$ cat src/rtl/lc4_mul_pkg.sv
// Shared definitions for the LC4 iterative multiplier: operation encodings
// and the controller state type.
package lc4_mul_pkg;

   localparam logic [1:0] OP_MUL = 2'b00;
   localparam logic [1:0] OP_MAC = 2'b01;
   localparam logic [1:0] OP_SQR = 2'b10;

   typedef enum logic [1:0] {
      IDLE = 2'b00,
      BUSY = 2'b01,
      DONE = 2'b10
   } state_t;

endpackage

$ cat src/rtl/lc4_mul_digit.sv
// One shift-add step of the multiplier: adds a * digit to the running high
// partial product. Purely combinational.
module lc4_mul_digit #(
   parameter int WORD_SIZE  = 64,
   parameter int DIGIT_BITS = 1
) (
   input  logic [WORD_SIZE:0]            p_hi,
   input  logic [WORD_SIZE-1:0]          a,
   input  logic [DIGIT_BITS-1:0]         digit,
   output logic [WORD_SIZE+DIGIT_BITS:0] sum
);

   localparam int SW = WORD_SIZE + DIGIT_BITS + 1;

   logic [SW-1:0] a_ext;
   logic [SW-1:0] digit_ext;
   logic [SW-1:0] p_hi_ext;

   // a * digit < 2^(W+D), so the product fits the sum width exactly.
   always_comb begin
      a_ext     = {{(DIGIT_BITS+1){1'b0}}, a};
      digit_ext = {{(WORD_SIZE+1){1'b0}}, digit};
      p_hi_ext  = {{DIGIT_BITS{1'b0}}, p_hi};
      sum       = p_hi_ext + a_ext * digit_ext;
   end

endmodule

$ cat src/rtl/lc4_mul_seq.sv
// Iterative shift-add multiplier / MAC / squarer retiring DIGIT_BITS multiplier
// bits per cycle and returning a 2*WORD_SIZE product over valid/ready.
module lc4_mul_seq
   import lc4_mul_pkg::*;
#(
   parameter int WORD_SIZE  = 64,
   parameter int DIGIT_BITS = 1
) (
   input  logic                 clk,
   input  logic                 rst_n,
   input  logic                 i_valid,
   output logic                 o_ready,
   input  logic [1:0]           i_op,
   input  logic [WORD_SIZE-1:0] i_a,
   input  logic [WORD_SIZE-1:0] i_b,
   input  logic [WORD_SIZE-1:0] i_c,
   input  logic                 i_carry,
   input  logic                 i_abort,
   output logic                 o_valid,
   input  logic                 i_ready,
   output logic [WORD_SIZE-1:0] o_hi,
   output logic [WORD_SIZE-1:0] o_lo,
   output state_t               dbg_state
);

   localparam int W  = WORD_SIZE;
   localparam int D  = DIGIT_BITS;
   localparam int N  = W / D;
   localparam int CW = $clog2(N + 1);
   localparam logic [CW-1:0] N_CNT   = CW'(N);
   localparam logic [CW-1:0] ONE_CNT = CW'(1);

   if ((W % D) != 0) begin : g_bad_digit
      $error("lc4_mul_seq: DIGIT_BITS must divide WORD_SIZE");
   end

   state_t          state_q, state_d;
   logic [CW-1:0]   count_q;
   logic [W-1:0]    a_q;
   logic [W:0]      p_hi_q;
   logic [W-1:0]    p_lo_q;
   logic [W+D:0]    sum;
   logic [W-1:0]    p_lo_next;
   logic            accept;
   logic            step;

   // Handshake: a request transfers on a rising edge with i_valid && o_ready
   // (o_ready = IDLE, from the state register only); a result transfers with
   // o_valid && i_ready, o_valid/o_hi/o_lo holding until then. i_abort wins.
   always_comb begin
      state_d = state_q;
      accept  = 1'b0;
      step    = 1'b0;
      if (i_abort) begin
         state_d = IDLE;
      end else begin
         case (state_q)
            IDLE: if (i_valid) begin
               accept  = 1'b1;
               state_d = BUSY;
            end
            BUSY: begin
               step = 1'b1;
               if (count_q == ONE_CNT) state_d = DONE;
            end
            DONE: if (i_ready) state_d = IDLE;
            default: state_d = IDLE;
         endcase
      end
   end

   always_ff @(posedge clk or negedge rst_n) begin
      if (!rst_n) state_q <= IDLE;
      else        state_q <= state_d;
   end

   lc4_mul_digit #(.WORD_SIZE(W), .DIGIT_BITS(D)) u_digit (
      .p_hi  (p_hi_q),
      .a     (a_q),
      .digit (p_lo_q[D-1:0]),
      .sum   (sum)
   );

   // Low D bits of the sum shift into the top of P_lo as the multiplier drains.
   if (D < W) begin : g_shift_part
      assign p_lo_next = {sum[D-1:0], p_lo_q[W-1:D]};
   end else begin : g_shift_full
      assign p_lo_next = sum[W-1:0];
   end

   always_ff @(posedge clk or negedge rst_n) begin
      if (!rst_n) begin
         a_q     <= '0;
         p_hi_q  <= '0;
         p_lo_q  <= '0;
         count_q <= '0;
      end else if (accept) begin
         a_q     <= i_a;
         p_lo_q  <= (i_op == OP_SQR) ? i_a : i_b;
         p_hi_q  <= (i_op == OP_MAC) ? ({1'b0, i_c} + {{W{1'b0}}, i_carry}) : '0;
         count_q <= N_CNT;
      end else if (step) begin
         p_hi_q  <= sum[W+D:D];
         p_lo_q  <= p_lo_next;
         count_q <= count_q - ONE_CNT;
      end
   end

   assign o_ready   = (state_q == IDLE);
   assign o_valid   = (state_q == DONE);
   assign o_hi      = p_hi_q[W-1:0];
   assign o_lo      = p_lo_q;
   assign dbg_state = state_q;

endmodule

$ cat config.mk
export PLATFORM = sky130hd
export DESIGN_NAME = lc4_mul_seq
export DESIGN_NICKNAME = d
export VERILOG_FILES = /design/src/rtl/lc4_mul_pkg.sv /design/src/rtl/lc4_mul_digit.sv /design/src/rtl/lc4_mul_seq.sv
export SDC_FILE = /design/constraint.sdc
export NUM_CORES = 1
export LEC_CHECK = 0
export CAP_MARGIN = 40
export CORE_MARGIN = 2
export CORE_UTILIZATION = 50
export DETAILED_ROUTE_END_ITERATION = 12
export GPL_TIMING_DRIVEN = 1
export PLACE_DENSITY = 0.79
export REMOVE_ABC_BUFFERS = 1
export SLEW_MARGIN = 20
export SYNTH_ARGS = -nofsm -noshare
export SYNTH_HDL_FRONTEND = slang
export SYNTH_SLANG_ARGS = --single-unit
$ cat constraint.sdc
create_clock -name clk -period 4.25 [get_ports clk]
set_input_delay 1.275 -clock clk [delete_from_list [all_inputs] [get_ports clk]]
set_output_delay 1.275 -clock clk [all_outputs]
set_load 0.05 [all_outputs]
==> summary.md, run 1 <==
| Metric | Value |
|---|---|
| Status | `complete, no violations` |
| Initial DRC Count | `1,189` |
| Cell Chain, Critical Path | `buf_4 > and2_1 > ha_1 > a211oi_1 > o21ai_0 > a211oi_1 > o21ai_0 > o31ai_1 > buf_4 > o221a_2 > a21oi_1 > o21bai_1 > mux2_2 > a21oi_1` |
| Storage cell area | `5060 um2` |
| Yosys cell types | `61` |
| Path type of the worst min-delay path | `reg -> reg` |
| Grt total ovfl | `0` |
| Row count | `62` |
| Share of cells above drive strength 1 | `5.21%` |
| Crit Path Class | `reg -> reg` |
| IO Pins | `332` |
| Async set or reset register ratio after synthesis | `100%` |
| Fillers | `2,471` |
| Fmax | `0.245 GHz` |
| Cell area after synthesis | `14,800 um2` |
| WHS Endpoint | `a_q[43]` |
| Skew final | `0.0196 ns` |
| Leakage | `0.00835 uW` |
| Core area | `28,900 um2` |
| Final period utilization | `95.9%` |
| Die Y-Extent | `176 um` |
| H-tree Lvls | `1` |
| Full die area | `30,900 um2` |
| Hold depth | `2` |
| CTS max path bufs | `3` |
| Yosys reg bits | `202` |
| CP endpoint kind | `flop` |
| Initial core utilization | `51.1%` |
| Inserted Clock Buffers | `25` |
| Crit-path max FO | `32` |
| Via count | `14,600` |
| Final sum of negative setup slack | `0 ns` |
| Antenna-violating nets left | `0` |
| Max-Cap Viols | `0` |
| GRT Total Usage | `33.0%` |
| Final hold vios | `0` |
| Pre-antenna DRT Iters | `5` |
| CP delay by family, top | `compound AO/OA/AOI/OAI gates` |
| RSZ-0062 raised after global routing | `false` |
| # clock sinks | `202` |
| Synth top cells by count | `nand2_1, dfrtp_1, o21ai_0` |
| Root buf cell | `clkbuf_16` |
| Routability cong. | `0.975` |
| Pwr Density | `648 nW/um2` |
| Post-synth EDFFs | `0` |
| Hold-fix buffers, CTS | `0` |
| DPL Wire Length | `39,100 um` |
| Total power | `12,300 uW` |
| Via density per instance | `5.99` |
| Worst Path Required | `4.71 ns` |
| Global-route wire length before repair | `80,800 um` |
| Residual DRC | `0` |
| Worst r2r src | `o_lo[0]` |
| Post-DR wirelength/cell | `21.3 um` |
| Reg clk slew, reported paths | `0.06 ns` |
| Synth warn | `0` |
| Multi-input logic area | `8800 um2` |
| Nets | `2,305` |
| Most frequent cell after synthesis | `nand2_1` |
| VDD IR max | `426 uV` |
| Startpoint Class | `flop` |
| Die W | `176 um` |
| Largest net degree at the start of global routing | `113` |
| Least-Margin Pin Slew | `0.729 ns` |
| CP bufs+invs | `2` |
| CTS tree | `done` |
| CP max stage delay | `0.41 ns` |
| Slew Viols, Final | `0` |
| Reg2reg end | `p_hi_q[52]` |
| Vias in the first global route | `14,400` |
| Seq/Total Area, Yosys | `34.3%` |
| Clk Latency, worst-skew pair | `0.54 ns` |
| Slowest CP cell | `dfrtp_2` |
| Cell accounting for the most synthesized area | `dfrtp_1` |
| R2R cell count | `14` |
| WL final | `52,100 um` |
| WP data arrival | `4.53 ns` |
| Area contributors post-synth | `dfrtp_1, nand2_1, ha_1` |
| Hold_sp | `a_q[43]` |
| Post-synth top area share | `34.3%` |
| # setup viols final | `0` |
| Relative slew margins | `51.4%` |
| Post-Syn Area per Cell | `8.18 um2` |
| IO buf count | `331` |
| Initial antenna violation count | `4` |
| Ys flop type | `dfrtp_1` |
| Fin crit period | `4.08 ns` |
| Synth Instances | `1,804` |
| Area delta synth->final | `28.9%` |
| R2r setup slk | `0.17 ns` |
worst register-to-register path, stage by stage (launching register included):
cell and delay, ns:
dfrtp_2 0.41, buf_4 0.23, and2_1 0.20, ha_1 0.29, a211oi_1 0.30, o21ai_0 0.24, a211oi_1 0.39, o21ai_0 0.28
o31ai_1 0.39, buf_4 0.20, o221a_2 0.21, a21oi_1 0.16, o21bai_1 0.18, mux2_2 0.35, a21oi_1 0.16
repair_timing:
item / CTS / global route
resized for setup: 0 / 1
hold endpoints to repair: 0 / 0
setup buffers: 0 / 0
setup endpoints to repair: 0 / 1
how the worst max path moves through the flow:
stage | slack (ns) | from | endpoint | cells past startpoint
6_report | 0.17 | o_lo[0] | p_hi_q[52] | 14
3_3_place_gp | 0.13 | i_c[15] | p_hi_q[56] | 11
4_1_cts | 0.23 | o_lo[0] | p_hi_q[63] | 14
2_1_floorplan | -10.40 | i_abort | p_hi_q[37] | 4
5_1_grt | 0.04 | o_lo[0] | p_hi_q[63] | 14
3_5_place_dp | 0.05 | i_c[15] | p_hi_q[56] | 11
layout by cell type (no fill, tap or decap), types with 28 or more instances in the layout:
master | netlist | final
nand4_1 | 28 | 28
nand3_1 | 49 | 49
nor2_1 | 114 | 112
ha_1 | 68 | 68
xnor2_1 | 77 | 77
a22oi_1 | 77 | 77
buf_4 | 65 | 34
dfrtp_1 | 202 | 201
o21ai_0 | 163 | 163
a21oi_1 | 137 | 137
nand2_1 | 302 | 302
mux2i_1 | 67 | 67
clkdlybuf4s50_1 | 0 | 330
a21o_1 | 39 | 39
xor2_1 | 48 | 48
and2_1 | 73 | 72
power by group:
part | internal, uW | total [uW] | switching [uW]
clock | 1540 | 2440 | 904
combinational | 2410 | 6720 | 4320
sequential | 2550 | 3160 | 609
registers in the layout, summed over array words and instances (netlist names):
| register | flops |
|---|---|
| count_q | 7 |
| p_hi_q | 65 |
| dbg_state | 2 |
| a_q | 64 |
| o_lo | 64 |
cell type report:
type	instances	area share [%]
tap	384	2.53
inverter	21	0.414
multi-input combinational	1417	46.2
sequential	202	26.6
antenna	4	0.0526
timing repair buffer	369	19.2
clock buffer	31	3.67
clock inverter	15	1.30
layer usage:
metal  up-vias  GRT usage [%]  part of all wire, %
met3       116           4.50                  7.3
met5         -              0                    0
met1      7045           46.9                   44
li1       6779              -                    -
met4         0           11.4                  3.7
met2       699           51.8                   45
logic make-up after synthesis:
kind of cell | synth area share (%)
AO/OA/AOI/OAI | 21.4
adder cells (fa/ha/maj) | 5.90
flip-flops | 34.3
buffers and inverters | 6.36
AND/OR/NAND/NOR | 20.1
multiplexers | 4.62
XOR/XNOR | 7.42
through the flow:
| stage | setup WS [ns] | hold WS, ns | instances | utilization (%) | cell area, um2 |
|---|---|---|---|---|---|
| 4_1_cts | 0.230 | 0.470 | 2439 | 65.9 | 19000 |
| 6_report | 0.172 | 0.464 | 2443 | 65.9 | 19000 |
| 3_3_place_gp | 0.126 | 0.450 | 2393 | 62.6 | 18100 |
| 5_1_grt | 0.0373 | 0.484 | 2443 | 65.9 | 19000 |
| 3_5_place_dp | 0.0477 | 0.456 | 2393 | 62.6 | 18100 |
| 2_1_floorplan | -10.40 | 0.438 | 1640 | - | 13900 |
No activity file was read; power rests on OpenSTA's default activity.
==> run 2, diff against run 1 <==
--- a/config.mk
+++ b/config.mk
@@ -12,6 +12,8 @@
 export GPL_TIMING_DRIVEN = 1
 export PLACE_DENSITY = 0.79
 export REMOVE_ABC_BUFFERS = 1
+export SETUP_SLACK_MARGIN = 0.2
+export SKIP_CTS_REPAIR_TIMING = 1
 export SLEW_MARGIN = 20
 export SYNTH_ARGS = -nofsm -noshare
 export SYNTH_HDL_FRONTEND = slang
==> constraint.sdc (replaced) <==
create_clock -name clk -period 4.25 [get_ports clk]
set_input_delay 0.85 -clock clk [delete_from_list [all_inputs] [get_ports clk]]
set_output_delay 0.85 -clock clk [all_outputs]
set_load 0.05 [all_outputs]
==> run 2 against run 1 <==
Net effect:
- total power fell by 2.5%
- clock-buffer cell count rose by 7
- sequential share of layout area grew 0.29 points
- utilization down 0.70 points
- setup slack improved by 0.11 ns
- cell area is 1.1% lower
- hold slack lost 0.13 ns
- fmax rose by 2.9%
- clock skew rose by 0.0016 ns
==> summary.md, run 2 (synthesized netlist as in run 1, its figures left out) <==
| Metric | Value |
|---|---|
| Status | `complete, no violations` |
| Clk pwr share | `17.8% (-2.0 points)` |
| Skew final | `0.0212 ns (+0.00161 ns)` |
| Initial DRC Count | `1,304 (+9.7%)` |
| Global-route wire length before repair | `80,000 um (-0.91%)` |
| CP endpoint kind | `flop` |
| R2r setup slk | `0.29 ns (+0.11 ns)` |
| Die W | `176 um (unchanged)` |
| Fillers | `2,461 (-0.40%)` |
| Worst r2r src | `o_lo[0]` |
| Reg clk slew, reported paths | `0.06 ns (about the same)` |
| Fin crit period | `3.96 ns (-0.114 ns)` |
| Grt total ovfl | `0 (unchanged)` |
| Via density per instance | `6.03 (+0.65%)` |
| Fmax | `0.252 GHz (+2.9%)` |
| Flop pwr share | `26.3% (+0.7 points)` |
| Largest net degree at the start of global routing | `99 (-12%)` |
| Antenna-violating nets left | `0 (unchanged)` |
| Nets | `2,296 (-0.39%)` |
| # clock sinks | `202 (unchanged)` |
| RSZ-0062 raised after global routing | `true` |
| Internal | `6220 uW (-4.2%)` |
| Initial antenna violation count | `6 (+2)` |
| Slew Viols, Final | `0 (unchanged)` |
| Final hold vios | `0 (unchanged)` |
| Sw frac | `48.2% (+0.92 points)` |
| Max-Cap Viols | `0 (unchanged)` |
| Initial core utilization | `51.1% (unchanged)` |
| Worst Path Required | `4.65 ns (-0.06 ns)` |
| Startpoint Class | `flop` |
| Least-Margin Pin Slew | `0.781 ns (+0.0526 ns)` |
| Pwr Density | `638 nW/um2 (-1.5%)` |
| Most common cell after layout, fill and taps aside | `clkdlybuf4s50_1` |
| Row count | `62 (unchanged)` |
| Crit Path Class | `reg -> reg` |
| R2R cell count | `13 (-1)` |
| WL final | `52,000 um (-0.17%)` |
| H-tree Lvls | `1 (unchanged)` |
| Path type of the worst min-delay path | `in -> async` |
| GRT Total Usage | `32.7% (-0.25 points)` |
| DPL Wire Length | `39,000 um (about the same)` |
| VDD IR max | `337 uV (-21%)` |
| Root buf cell | `clkbuf_16` |
| CTS tree | `done` |
| IO Pins | `332 (unchanged)` |
| Clk Latency, worst-skew pair | `0.54 ns (about the same)` |
| Largest register FFs | `65 (unchanged)` |
| Pre-antenna DRT Iters | `5 (unchanged)` |
| Most frequent cells in the layout | `clkdlybuf4s50_1, nand2_1, dfrtp_1` |
| Final period utilization | `93.3% (-2.7 points)` |
| Residual DRC | `0 (unchanged)` |
| Full die area | `30,900 um2 (unchanged)` |
| Area delta synth->final | `27.5%` |
| Core area | `28,900 um2 (unchanged)` |
| WP data arrival | `4.36 ns (-0.17 ns)` |
| Reg2reg end | `p_hi_q[63]` |
| # setup viols final | `0 (unchanged)` |
| Relative slew margins | `47.9% (-3.5 points)` |
| Share of cells above drive strength 1 | `4.60% (-0.61 points)` |
| Die Y-Extent | `176 um (unchanged)` |
| Most flops, register | `p_hi_q` |
| Place WS | `0.0975 ns (+0.0498 ns)` |
| CTS max path bufs | `3 (unchanged)` |
| Leakage | `0.00822 uW (-1.5%)` |
| Inserted Clock Buffers | `24 (-4.0%)` |
| Via count | `14,700 (+0.24%)` |
| Vias in the first global route | `14,600 (+1.3%)` |
| P_sw | `5790 uW (-0.66%)` |
| Finished Core Util | `65.2% (-0.70 points)` |
| Post-DR wirelength/cell | `21.4 um (+0.24%)` |
| Comb pwr share | `55.9% (+1.3 points)` |
| Final worst slack | `0.286 ns (+0.114 ns)` |
| Routability cong. | `1.00 (+3.0%)` |
| IO buf count | `331 (unchanged)` |
| Crit-path max FO | `31 (-3.1%)` |
==> run 2: changes by cell type in the layout (fill, tap and decap cells not counted), sizes merged, moves of 2 or more <==
cell	change
buf	-8
clkinv	-4
clkbuf	+7
bufinv	-5
inv	-2
==> run 2: cell type report <==
| cell class | instances | area, um2 | area share (%) |
|---|---|---|---|
| Antenna cell | 5 | 12.5 | 0.0665 |
| Sequential cell | 202 | 5060 | 26.9 |
| Clock inverter | 5 | 52.6 | 0.279 |
| Inverter | 21 | 78.8 | 0.419 |
| Multi-Input combinational cell | 1417 | 8810 | 46.8 |
| Clock buffer | 38 | 754 | 4.01 |
| Timing Repair Buffer | 361 | 3580 | 19.0 |
| Tap cell | 384 | 480 | 2.55 |
==> run 2: how the worst max path moves through the flow <==
| stage | from | end | slack (ns) |
|---|---|---|---|
| final | o_lo[0] | p_hi_q[63] | 0.29 |
| after detailed placement | o_lo[0] | p_hi_q[63] | 0.1 |
| after global placement | o_lo[0] | p_hi_q[63] | 0.28 |
| after global routing | o_lo[0] | p_hi_q[63] | 0.03 |
| after floorplan | i_abort | p_hi_q[37] | -9.98 |
| after CTS | o_lo[0] | p_hi_q[63] | 0.09 |
==> run 2: through the flow <==
stage,power (uW),cells,cell area (um2),hold WS (ns),TNS (ns)
2_1_floorplan,7450,1640,13900,0.438,-1234.46
3_3_place_gp,9690,2384,18000,0.449,0
3_5_place_dp,9780,2385,18000,0.456,0
4_1_cts,11900,2428,18800,0.366,0
5_1_grt,12600,2433,18800,0.388,0
6_report,12000,2433,18800,0.337,0
==> run 2: power groups by stage <==
| stage | Sequential, uW | Combinational [uW] | Clock [uW] |
|---|---|---|---|
| detailed placement | 3170 | 6610 | 0 |
| global placement | 3140 | 6540 | 0 |
| floorplan | 4630 | 2820 | 0 |
| finish | 3160 | 6720 | 2130 |
| global route | 3230 | 7150 | 2230 |
| CTS | 3150 | 6650 | 2140 |
==> run 2: worst max-delay path: stages, from the launching register on <==
cell and delay [ns]:
dfrtp_2 0.42, buf_4 0.22, and2_1 0.17, ha_1 0.35
a211oi_1 0.37, o21ai_0 0.15, a22o_1 0.29, a221oi_2 0.46
o211ai_1 0.26, a211oi_1 0.48, nor4b_2 0.16, mux2i_1 0.15
a211oi_1 0.22, o22ai_1 0.11
==> run 2: routing by layer <==
metal / vias up / share of wire (%) / global-route usage (%)
li1: 6774 / - / -
met1: 7109 / 43 / 45.2
met2: 661 / 45 / 51.5
met3: 130 / 7.9 / 5.58
met4: 0 / 4.0 / 12.6
met5: - / 0 / 0
==> variant: new RTL, config.mk and constraints of run 2 <==
`WORD_SIZE` is set to 64 in 2 places; all go to 128.
--- a/src/rtl/lc4_mul_digit.sv
+++ b/src/rtl/lc4_mul_digit.sv
@@ -1,7 +1,7 @@
 // One shift-add step of the multiplier: adds a * digit to the running high
 // partial product. Purely combinational.
 module lc4_mul_digit #(
-   parameter int WORD_SIZE  = 64,
+   parameter int WORD_SIZE  = 128,
    parameter int DIGIT_BITS = 1
 ) (
    input  logic [WORD_SIZE:0]            p_hi,
--- a/src/rtl/lc4_mul_seq.sv
+++ b/src/rtl/lc4_mul_seq.sv
@@ -3,7 +3,7 @@
 module lc4_mul_seq
    import lc4_mul_pkg::*;
 #(
-   parameter int WORD_SIZE  = 64,
+   parameter int WORD_SIZE  = 128,
    parameter int DIGIT_BITS = 1
 ) (
    input  logic                 clk,
Ports: changed (5 resized); port bits go from 332 to 652. No check against the original RTL was run, so the function may have changed too.
==> variant against run 2 <==
Synthesized area increased by 110%. Worst setup slack worse by 0.067 ns. Critical path depth grew 5. Final area up 120%. Hold slack got worse by 0.085 ns. Via count increased by 120%. Wire length increased by 140%. Combinational power increased by 130%. Global-route usage grew 5.7 points. Power grew 110%. Sequential cell count increased by 193.
==> variant: results (changes against run 2) <==
Filler cells 5106 (+110%); Worst Path Max Fanout 20 (-35%); Max VDD drop 0.0004578 V (+36%); Multi-In Gates 3034 (+110%); layout cells sized above 1 10.91% (+6.3 points); GRT Util Overall 38.45% (+5.7 points); met3 wire length 12000 um (+190%); CP peak stage delay 0.45 ns (-0.03 ns); fmax 248.1 MHz (-1.7%); leakage power 17.25 nW (+110%); M3 GR Usage 7.579% (+2.0 points); routed length on met2 55500 um (+140%); IO Port Bufs 651 (+97%); critical path's slowest cell dfrtp_2; most common library cells after synthesis nand2_1, dfrtp_1, o21ai_0; antenna violations before repair 4 (-2); Synth cell types 86 (+41%); Non-clock buffers, area share 21.93% (+2.9 points); FF-to-FF setup slack 0.22 ns (-0.07 ns); Routed WL per cell 23.91 um (+12%); H-Tree Depth 2 (+1); slew margin rel. 43.56% (-4.3 points); GPL Wtd Cong 1.035 (+3.1%); Netlist Area Pre-Place 30560 um^2 (+110%); Seq pwr share 24.2% (-2.1 points); CTS Sinks 395 (+96%); status complete, no violations; FF/Latch Area 9886 um^2 (+96%); reg-to-reg endpoint p_hi_q[126]$_DFFE_PN0P_; switch share 49.19% (+0.95 points); Worst EP arrival 4.53 ns (+0.17 ns); Vias 32450 (+120%); Iter 0 DRT Violations 3412 (+160%); inverter count 54 (+160%); largest net degree at the start of global routing 168 (+70%); Fin Clk Skew 0.01310 ns (-0.008141 ns); met1 global-route usage 53.57% (+8.4 points); worst r2r path cells 18 (+5); Hold WS 0.2519 ns (-0.08528 ns)
[variant: cell count changes after synthesis, moves of 65 or more]
cell | before | now
dfrtp_1 | 202 | 395
a21oi_1 | 137 | 307
buf_4 | 65 | 130
nand4_1 | 28 | 107
a22oi_1 | 77 | 148
and2_1 | 73 | 142
o21ai_0 | 163 | 353
clkbuf_1 | 88 | 212
nor2_1 | 114 | 269
mux2i_1 | 67 | 132
nand2_1 | 302 | 645
[variant: stage by stage]
step	utilization, %	cells
finish	67.33	5286
global route	67.33	5285
CTS	66.52	5279
detailed placement	63.89	5197
global placement	63.89	5197
floorplan	-	3483
[variant: cell families (layout without fill, tap and decap cells)]
group,after synthesis,after routing,share of synthesized area [%]
xor+xnor,252,252,7.221
flops,395,395,32.34
simple gates,1412,1412,21.55
fa+ha+maj,133,133,5.469
other cells,0,3,0
compound gates,1105,1105,22.26
buf+inv,424,1072,6.840
mux,132,132,4.323
